==> src/rtl/nios_system_sysid_pkg.sv <==
// rtl/nios_system_sysid_pkg.sv - register map, CONTROL bit positions and byte-lane merge helper
package nios_system_sysid_pkg;

  localparam logic [2:0] ADDR_ID        = 3'd0;
  localparam logic [2:0] ADDR_TIMESTAMP = 3'd1;
  localparam logic [2:0] ADDR_CLOCK_HZ  = 3'd2;
  localparam logic [2:0] ADDR_SCRATCH   = 3'd3;
  localparam logic [2:0] ADDR_UPTIME_LO = 3'd4;
  localparam logic [2:0] ADDR_UPTIME_HI = 3'd5;
  localparam logic [2:0] ADDR_SECONDS   = 3'd6;
  localparam logic [2:0] ADDR_CONTROL   = 3'd7;

  localparam int CTRL_CLEAR  = 0;
  localparam int CTRL_FREEZE = 1;

  // Replace only the byte lanes whose enable bit is set.
  function automatic logic [31:0] merge_bytes(input logic [31:0] old_val,
                                              input logic [31:0] new_val,
                                              input logic [3:0]  be);
    logic [31:0] res;
    res = old_val;
    for (int i = 0; i < 4; i++) begin
      if (be[i]) res[8*i +: 8] = new_val[8*i +: 8];
    end
    return res;
  endfunction

endpackage

==> src/rtl/nios_system_sysid_ext_if.sv <==
// rtl/nios_system_sysid_ext_if.sv - Avalon-MM slave bus bundle for the sysid peripheral
interface nios_system_sysid_ext_if;
  logic [2:0]  address;
  logic        read;
  logic        write;
  logic [31:0] writedata;
  logic [3:0]  byteenable;
  logic [31:0] readdata;
  logic        readdatavalid;

  modport master (
    output address, read, write, writedata, byteenable,
    input  readdata, readdatavalid
  );

  modport slave (
    input  address, read, write, writedata, byteenable,
    output readdata, readdatavalid
  );
endinterface

==> src/rtl/nios_system_sysid_tick.sv <==
// rtl/nios_system_sysid_tick.sv - prescaler producing a once-per-second tick and seconds counter
module nios_system_sysid_tick #(
  parameter logic [31:0] CLOCK_HZ = 32'd50_000_000
) (
  input  logic        clock,
  input  logic        reset,
  input  logic        clear,
  input  logic        enable,
  output logic [31:0] seconds,
  output logic        tick
);

  logic [31:0] prescaler_q, prescaler_d;
  logic [31:0] seconds_q, seconds_d;

  // A tick fires on the last prescaler count of each second, only while counting.
  always_comb begin
    tick = enable && (prescaler_q == CLOCK_HZ - 32'd1);
  end

  // Next-state: clear beats everything, then wrap-and-tick, then plain count.
  always_comb begin
    prescaler_d = prescaler_q;
    seconds_d   = seconds_q;
    if (clear) begin
      prescaler_d = '0;
      seconds_d   = '0;
    end else if (tick) begin
      prescaler_d = '0;
      seconds_d   = seconds_q + 32'd1;
    end else if (enable) begin
      prescaler_d = prescaler_q + 32'd1;
    end
  end

  // Counter state registers.
  always_ff @(posedge clock or posedge reset) begin
    if (reset) begin
      prescaler_q <= '0;
      seconds_q   <= '0;
    end else begin
      prescaler_q <= prescaler_d;
      seconds_q   <= seconds_d;
    end
  end

  assign seconds = seconds_q;

endmodule

==> src/rtl/nios_system_sysid_ext.sv <==
// rtl/nios_system_sysid_ext.sv - system ID, scratch, uptime and seconds peripheral (top)
module nios_system_sysid_ext
  import nios_system_sysid_pkg::*;
#(
  parameter logic [31:0] ID           = 32'h0000_0000,
  parameter logic [31:0] TIMESTAMP    = 32'h5041_44E5,
  parameter logic [31:0] CLOCK_HZ     = 32'd50_000_000,
  parameter int          UPTIME_WIDTH = 64
) (
  input  logic                    clock,
  input  logic                    reset,
  nios_system_sysid_ext_if.slave  bus
);

  logic [UPTIME_WIDTH-1:0] uptime_q, uptime_d;
  logic [31:0]             scratch_q, scratch_d;
  logic [31:0]             shadow_q, shadow_d;
  logic [31:0]             readdata_q, readdata_d;
  logic                    readdatavalid_q, readdatavalid_d;
  logic                    freeze_q, freeze_d;

  logic        wr_en;
  logic        clear;
  logic [63:0] uptime_ext;
  logic [31:0] seconds;
  logic        tick_unused;

  // A read in the same cycle wins over a write, so the write is simply dropped.
  always_comb begin
    wr_en      = bus.write && !bus.read;
    clear      = wr_en && (bus.address == ADDR_CONTROL) && bus.writedata[CTRL_CLEAR];
    uptime_ext = 64'(uptime_q);
  end

  // Register writes: scratch honours byte lanes, CONTROL keeps only the FREEZE level.
  always_comb begin
    scratch_d = scratch_q;
    freeze_d  = freeze_q;
    if (wr_en && bus.address == ADDR_SCRATCH) begin
      scratch_d = merge_bytes(scratch_q, bus.writedata, bus.byteenable);
    end
    if (wr_en && bus.address == ADDR_CONTROL) begin
      freeze_d = bus.writedata[CTRL_FREEZE];
    end
  end

  // Uptime: clear has priority over freeze and over the increment; wraps silently.
  always_comb begin
    uptime_d = uptime_q;
    if (clear) begin
      uptime_d = '0;
    end else if (!freeze_q) begin
      uptime_d = uptime_q + {{(UPTIME_WIDTH-1){1'b0}}, 1'b1};
    end
  end

  // Reading UPTIME_LO snapshots the upper counter bits so UPTIME_HI is tear-free.
  always_comb begin
    shadow_d = shadow_q;
    if (bus.read && bus.address == ADDR_UPTIME_LO) begin
      shadow_d = uptime_ext[63:32];
    end
  end

  // Read pipeline: one-cycle latency, data held between responses.
  always_comb begin
    readdatavalid_d = bus.read;
    readdata_d      = readdata_q;
    if (bus.read) begin
      case (bus.address)
        ADDR_ID:        readdata_d = ID;
        ADDR_TIMESTAMP: readdata_d = TIMESTAMP;
        ADDR_CLOCK_HZ:  readdata_d = CLOCK_HZ;
        ADDR_SCRATCH:   readdata_d = scratch_q;
        ADDR_UPTIME_LO: readdata_d = uptime_ext[31:0];
        ADDR_UPTIME_HI: readdata_d = shadow_q;
        ADDR_SECONDS:   readdata_d = seconds;
        ADDR_CONTROL:   readdata_d = {30'd0, freeze_q, 1'b0};
        default:        readdata_d = '0;
      endcase
    end
  end

  // State registers; everything clears on reset, dropping any pending response.
  always_ff @(posedge clock or posedge reset) begin
    if (reset) begin
      uptime_q        <= '0;
      scratch_q       <= '0;
      shadow_q        <= '0;
      readdata_q      <= '0;
      readdatavalid_q <= 1'b0;
      freeze_q        <= 1'b0;
    end else begin
      uptime_q        <= uptime_d;
      scratch_q       <= scratch_d;
      shadow_q        <= shadow_d;
      readdata_q      <= readdata_d;
      readdatavalid_q <= readdatavalid_d;
      freeze_q        <= freeze_d;
    end
  end

  nios_system_sysid_tick #(
    .CLOCK_HZ (CLOCK_HZ)
  ) u_tick (
    .clock   (clock),
    .reset   (reset),
    .clear   (clear),
    .enable  (!freeze_q),
    .seconds (seconds),
    .tick    (tick_unused)
  );

  assign bus.readdata      = readdata_q;
  assign bus.readdatavalid = readdatavalid_q;

endmodule
==> src/flat_wrapper.sv <==
// flat-port wrapper written by rule: the top's interface ports become plain ports
module nios_system_sysid_ext_flat import nios_system_sysid_pkg::*;
#(
  parameter logic [31:0] ID           = 32'h0000_0000,
  parameter logic [31:0] TIMESTAMP    = 32'h5041_44E5,
  parameter logic [31:0] CLOCK_HZ     = 32'd50_000_000,
  parameter int          UPTIME_WIDTH = 64
)
  (clock, reset, bus_address, bus_read, bus_write, bus_writedata, bus_byteenable, bus_readdata, bus_readdatavalid);
  nios_system_sysid_ext_if bus_i ();
  input  logic clock;
  input  logic reset;
  input wire logic [$bits(bus_i.address)-1:0] bus_address;
  input wire logic [$bits(bus_i.read)-1:0] bus_read;
  input wire logic [$bits(bus_i.write)-1:0] bus_write;
  input wire logic [$bits(bus_i.writedata)-1:0] bus_writedata;
  input wire logic [$bits(bus_i.byteenable)-1:0] bus_byteenable;
  output wire logic [$bits(bus_i.readdata)-1:0] bus_readdata;
  output wire logic [$bits(bus_i.readdatavalid)-1:0] bus_readdatavalid;
  assign bus_i.address = bus_address;
  assign bus_i.read = bus_read;
  assign bus_i.write = bus_write;
  assign bus_i.writedata = bus_writedata;
  assign bus_i.byteenable = bus_byteenable;
  assign bus_readdata = bus_i.readdata;
  assign bus_readdatavalid = bus_i.readdatavalid;
  nios_system_sysid_ext #(.ID(ID), .TIMESTAMP(TIMESTAMP), .CLOCK_HZ(CLOCK_HZ), .UPTIME_WIDTH(UPTIME_WIDTH)) u_core (.clock(clock), .reset(reset), .bus(bus_i));
endmodule
==> config.mk <==
export PLATFORM = sky130hd
export DESIGN_NAME = nios_system_sysid_ext_flat
export DESIGN_NICKNAME = d
export VERILOG_FILES = /design/src/rtl/nios_system_sysid_pkg.sv /design/src/rtl/nios_system_sysid_ext_if.sv /design/src/rtl/nios_system_sysid_tick.sv /design/src/rtl/nios_system_sysid_ext.sv /design/src/flat_wrapper.sv
export SDC_FILE = /design/constraint.sdc
export NUM_CORES = 1
export LEC_CHECK = 0
export BUFFER_PORTS_ARGS = -buffer_cell sky130_fd_sc_hd__buf_2
export CAP_MARGIN = 20
export CELL_PAD_IN_SITES_DETAIL_PLACEMENT = 0
export CELL_PAD_IN_SITES_GLOBAL_PLACEMENT = 2
export CORE_MARGIN = 4
export CORE_UTILIZATION = 42
export DETAILED_ROUTE_END_ITERATION = 16
export PLACE_DENSITY_LB_ADDON = 0.15
export SLEW_MARGIN = 20
export SYNTH_ARGS = -nofsm -noshare
export SYNTH_HDL_FRONTEND = slang
export SYNTH_SLANG_ARGS = --single-unit
==> constraint.sdc <==
create_clock -name clock -period 13.9 [get_ports clock]
set_input_delay 4.17 -clock clock [delete_from_list [all_inputs] [get_ports clock]]
set_output_delay 4.17 -clock clock [all_outputs]
set_load 0.03 [all_outputs]
# ---- After elaboration in Yosys (flattened, before gate mapping)
# Index checks and enable logic that the tools add are counted.
dict set report op_classes {
  addsub 3
  reduce_logical 14
  eq_ne 10
  n_mux 8
}
# operator n
set ops {}
lappend ops {{$pmux 32 s8} 1}
lappend ops {{$mux 32} 5}
lappend ops {{$mux 64} 2}
lappend ops {{$add 32x1->32 const B} 2}
lappend ops {{$add 64x1->64 const B} 1}
lappend ops {{$eq 32x26->1 const B} 1}
lappend ops {{$eq 3x3->1 const B} 4}
lappend ops {{$reduce_and 2->1} 4}
lappend ops {{$eq 3x2->1 const B} 2}
lappend ops {{$logic_and 1x1->1} 6}
lappend ops {{$eq 3x1->1 const B} 1}
lappend ops {{$logic_not 3->1} 1}
lappend ops {{$ne 3x3->1 const B} 1}
lappend ops {{$logic_not 1->1} 2}
lappend ops {{$ne 2x2->1 const B} 1}
lappend ops {{$reduce_bool 2->1} 1}
dict set report word_totals {
  register_bits 226
}

# ---- Longest topological paths before layout
dict set report logic_depth {
  ltp_word 5
  mapped_depth 8
  mapped_depth_nobuf 6
}

# ---- Modules after synthesis
# From an unflattened synthesis, not the netlist that was laid out.
dict set report hier_totals {
  cells_unflattened 1207
  hier_area_um2 11821.3
}
# module cells_each seq_area_each_um2 area_each_um2 n_inst
set modules_own_cells {}
lappend modules_own_cells {nios_system_sysid_ext 844 4053.9 8331.7 1}
lappend modules_own_cells {nios_system_sysid_tick 363 1601.5 3489.6 1}

# ---- Worst setup path before layout
# Ideal clock, no wire load.
dict set report synth_path {
  path_kind {input-to-reg}
  startpoint {input bus_address[0]}
  endpoint {register u_core.shadow_q[1]}
  required_time_ns 13.775
  path_stages 7
  t_arrival_ns 5.947
  path_slack_ns 7.828
  cell_sequence {clkbuf_1 -> nor2b_1 -> clkbuf_1 -> and3b_1 -> clkbuf_1 -> clkbuf_1 -> mux2_2}
}
dict set report synth_between {
  elab_chain_cells 2
}
# item line
set synth_lines {}
lappend synth_lines {{from (decl)} flat_wrapper.sv:13} ;# input wire logic [$bits(bus_i.address)-1:0] bus_address;
lappend synth_lines {{$eq 3x3->1} nios_system_sysid_ext.sv:60} ;# if (bus.read && bus.address == ADDR_UPTIME_LO) begin
lappend synth_lines {{$logic_and 1x1->1} nios_system_sysid_ext.sv:60}
lappend synth_lines {{to (signal assigned)} nios_system_sysid_ext.sv:96} ;# shadow_q <= shadow_d;
lappend synth_lines {{to (decl)} nios_system_sysid_ext.sv:17} ;# logic [31:0] shadow_q, shadow_d;
# No other way between the ends.
# A chain may end at the register's enable or synchronous reset.

# ---- Worst setup path after layout
dict set report layout_path {
  startpoint {input bus_address[0]}
  endpoint {register u_core.uptime_q[36], in the netlist u_core.uptime_ext[36]}
}
dict set report layout_between {
  elab_chain_cells 4
}
# item line
set layout_lines {}
lappend layout_lines {{$eq 3x3->1 (*)} nios_system_sysid_ext.sv:31} ;# clear = wr_en && (bus.address == ADDR_CONTROL) && bus.writedata[CTRL_CLEAR];
lappend layout_lines {{$logic_and 1x1->1 (*) (2 in series)} nios_system_sysid_ext.sv:31}
lappend layout_lines {{$ne 2x2->1 (no source line) / $mux 64 (equally long branches)} --}
lappend layout_lines {{to (signal assigned)} nios_system_sysid_ext.sv:94} ;# uptime_q <= uptime_d;
lappend layout_lines {{to (decl)} nios_system_sysid_ext.sv:15} ;# logic [UPTIME_WIDTH-1:0] uptime_q, uptime_d;
# Mark *: on every way between the ends. The rest lies on a longest branch, timed or not.

==> run metrics <==
register area share after synthesis=between 40 and 50%; critical path arrival=6920 ps; critical path peak fanout=between 70 and 80; clk_lat worst skew=520 ps; residual DRC count=0; Final Cycle Share=~47%; CTS tree=built; Rows=60; initial antenna violation count=1; share of layout cells above drive strength 1=between 15 and 20%; grt total ovfl=0; routed vias/inst=5.88; Final Skew=9.06 ps; Synth Cell Area=about 11000 um2; ys async rst share=100%; hold buffers post-CTS=0; Yosys cell types=54; Top Ports=76; Die W=~170 um; final hold vios=0; Reg2Reg Depth=5; Max-Cap Viols=0; Relative slew margins=between 30% and 40%; Syn Area/Cell=between 9 and 10 um2; placed insts=approximately 1500; Max clock buf depth=3; setup TNS=0 ps; first-pass GRT wire length=53.4 mm; synth-to-layout area growth=13.4%; EDFF count, synth=0; commonest non-fill, non-tap cells in the layout=226 x dfrtp_1, 105 x nor2_1, 101 x a21oi_1; Final Net Count=roughly 1300; RSZ-0062 raised after global routing=no; WS Path Type=primary input to register; critical path data required time=approximately 14000 ps; Post-CTS Resized=0; Global Route Usage Sum=22.2%; Placeable Area=26900 um2; Slew Limit Fails=0; leakage power=about 5.4 nW; n_diodes=0; setup repair bufs after CTS=0; initial DRC count=between 800 and 900; Total Wirelength=between 30 and 40 mm; WL/cell=21.2 um; antenna-violating nets left=0; Initial Util=around 42%; pin count of the biggest net entering global routing=between 80 and 90; worst slew pin tran=~1000 ps; commonest non-fill, non-tap cell in the layout=dfrtp_1; run status=finished, final reports clean; via count=9339; final setup vio count=0; non-filler cells, final=~1600; # fillers=roughly 2600; Final Critical Period=approximately 6500 ps; hold path cells=1; die height=roughly 170 um; Hold Crit Class=register to register; crit path capture type=register; dominant synthesized flop cell=dfrtp_1; Buffers on Ports=75; clock slew at reported path FFs=approximately 50 ps; Ys Warns=0; dpl hpwl=between 20 and 25 mm; CTS sink cnt=226; Yosys reg bits=226; DR pass1 iterations=5; syn_nets=between 1000 and 1500; Die ar.=about 30000 um2; Critical Path Source Type=primary input; fmax=153 MHz; GPL Wtd Cong=0.790; maximum VDD drop=between 80 and 90 uV; CTS root buffer=clkbuf_16; total CTS buffers=26; vias in the first global route=~8900; Pwr Density=153 nW/um2; Tot Pwr=0.00198 W; CTS H-tree depth=1; Syn Inst Count=~1200
-- critical path, cell delays in order --
cell and delay (ps):
buf_2 70, buf_4 550, nand3_1 270, nor2_4 710, buf_4 780, or4_1 230
nand2_1 50
-- synthesized netlist by cell type, types with 6 or more instances --
library cell  instances  area [um2]
nand2_1              74         278
clkbuf_1             54         203
nor2_1              106         398
a22o_1               18         158
buf_1                 9        33.8
a22oi_1              16         120
and2_1                7        43.8
o21ai_0              57         285
and3_1               22         138
and4_1               12         105
dfrtp_1             226        5660
or3_1                41         257
or4_1                19         143
nor4_1               13        81.3
inv_1                40         150
mux2_2               72         811
o31ai_1              16         120
o22ai_1              15        93.8
a21oi_1             101         505
nand3_1              59         295
xnor2_1              23         201
nor3_1               21         105
a311oi_1              8        70.1
nor2b_1               6        37.5
xor2_1               37         324
nand4_1              44         275
-- metal layers --
metal	part of all wire, %	GRT usage, %
met5	0.039	0
met2	45	34.4
met4	1.6	4.29
met1	49	33.9
met3	4.4	2.69
-- sequential cells by signal (all words and copies together), names as in the netlist --
signal,count
u_core.bus.readdata,32
u_core.scratch_q,32
u_core.freeze_q,1
u_core.shadow_q,32
u_core.uptime_ext,64
u_core.u_tick.prescaler_q,32
u_core.bus.readdatavalid,1
u_core.u_tick.seconds,32
-- layout make-up --
class	instances	area, um2	area share, %
flip-flops and latches	226	5660	43.7
clock buffers	40	785	6.06
well taps	341	427	3.30
inverters	41	161	1.25
clock inverters	6	55.1	0.425
repair buffers	90	488	3.77
multi-input cells	844	5370	41.5
-- stage by stage --
step | instance area (um2) | hold WS (ps) | util (%) | setup WS (ps)
after CTS | 12900 | 508 | 48.2 | 7360
after global placement | 12100 | 487 | 45.0 | 6810
after detailed placement | 12100 | 496 | 45.0 | 6840
after floorplan | 11400 | 468 | - | 3540
after global routing | 12900 | 517 | 48.2 | 7110
final | 12900 | 506 | 48.2 | 7380
-- worst paths after layout --
check | slack, ps | end | from
max in group asynchronous | 8730 | u_core.u_tick.seconds[31] | reset
setup reg to reg | 10290 | u_core.u_tick.seconds[28] | u_core.freeze_q
hold reg to reg | 510 | u_core.shadow_q[6] | u_core.shadow_q[6]
min in group asynchronous | 3730 | u_core.uptime_ext[53] | reset
hold / removal | 510 | u_core.shadow_q[6] | u_core.shadow_q[6]
setup / recovery | 7380 | u_core.uptime_ext[36] | bus_address[0]
-- cell families after synthesis --
kind of cell             count (synthesis)  share of synthesized area [%]
AND/OR/NAND/NOR                        445                           20.6
AO/OA/AOI/OAI                          259                           13.8
flip-flops                             226                           49.5
buffers and inverters                  107                           3.55
multiplexers                            77                           7.54
XOR/XNOR                                60                           4.60
adder cells (fa/ha/maj)                  3                          0.329
-- power breakdown --
part | internal, W | leakage, nW | total [W] | switching (W)
logic | 0.000156 | 2.17 | 0.000348 | 0.000192
clock network | 0.000404 | 0.418 | 0.000670 | 0.000267
registers | 0.000797 | 2.83 | 0.000961 | 0.000164
total | 0.00136 | 5.42 | 0.00198 | 0.000622
Note: power is estimated with default switching activity, not from simulation.
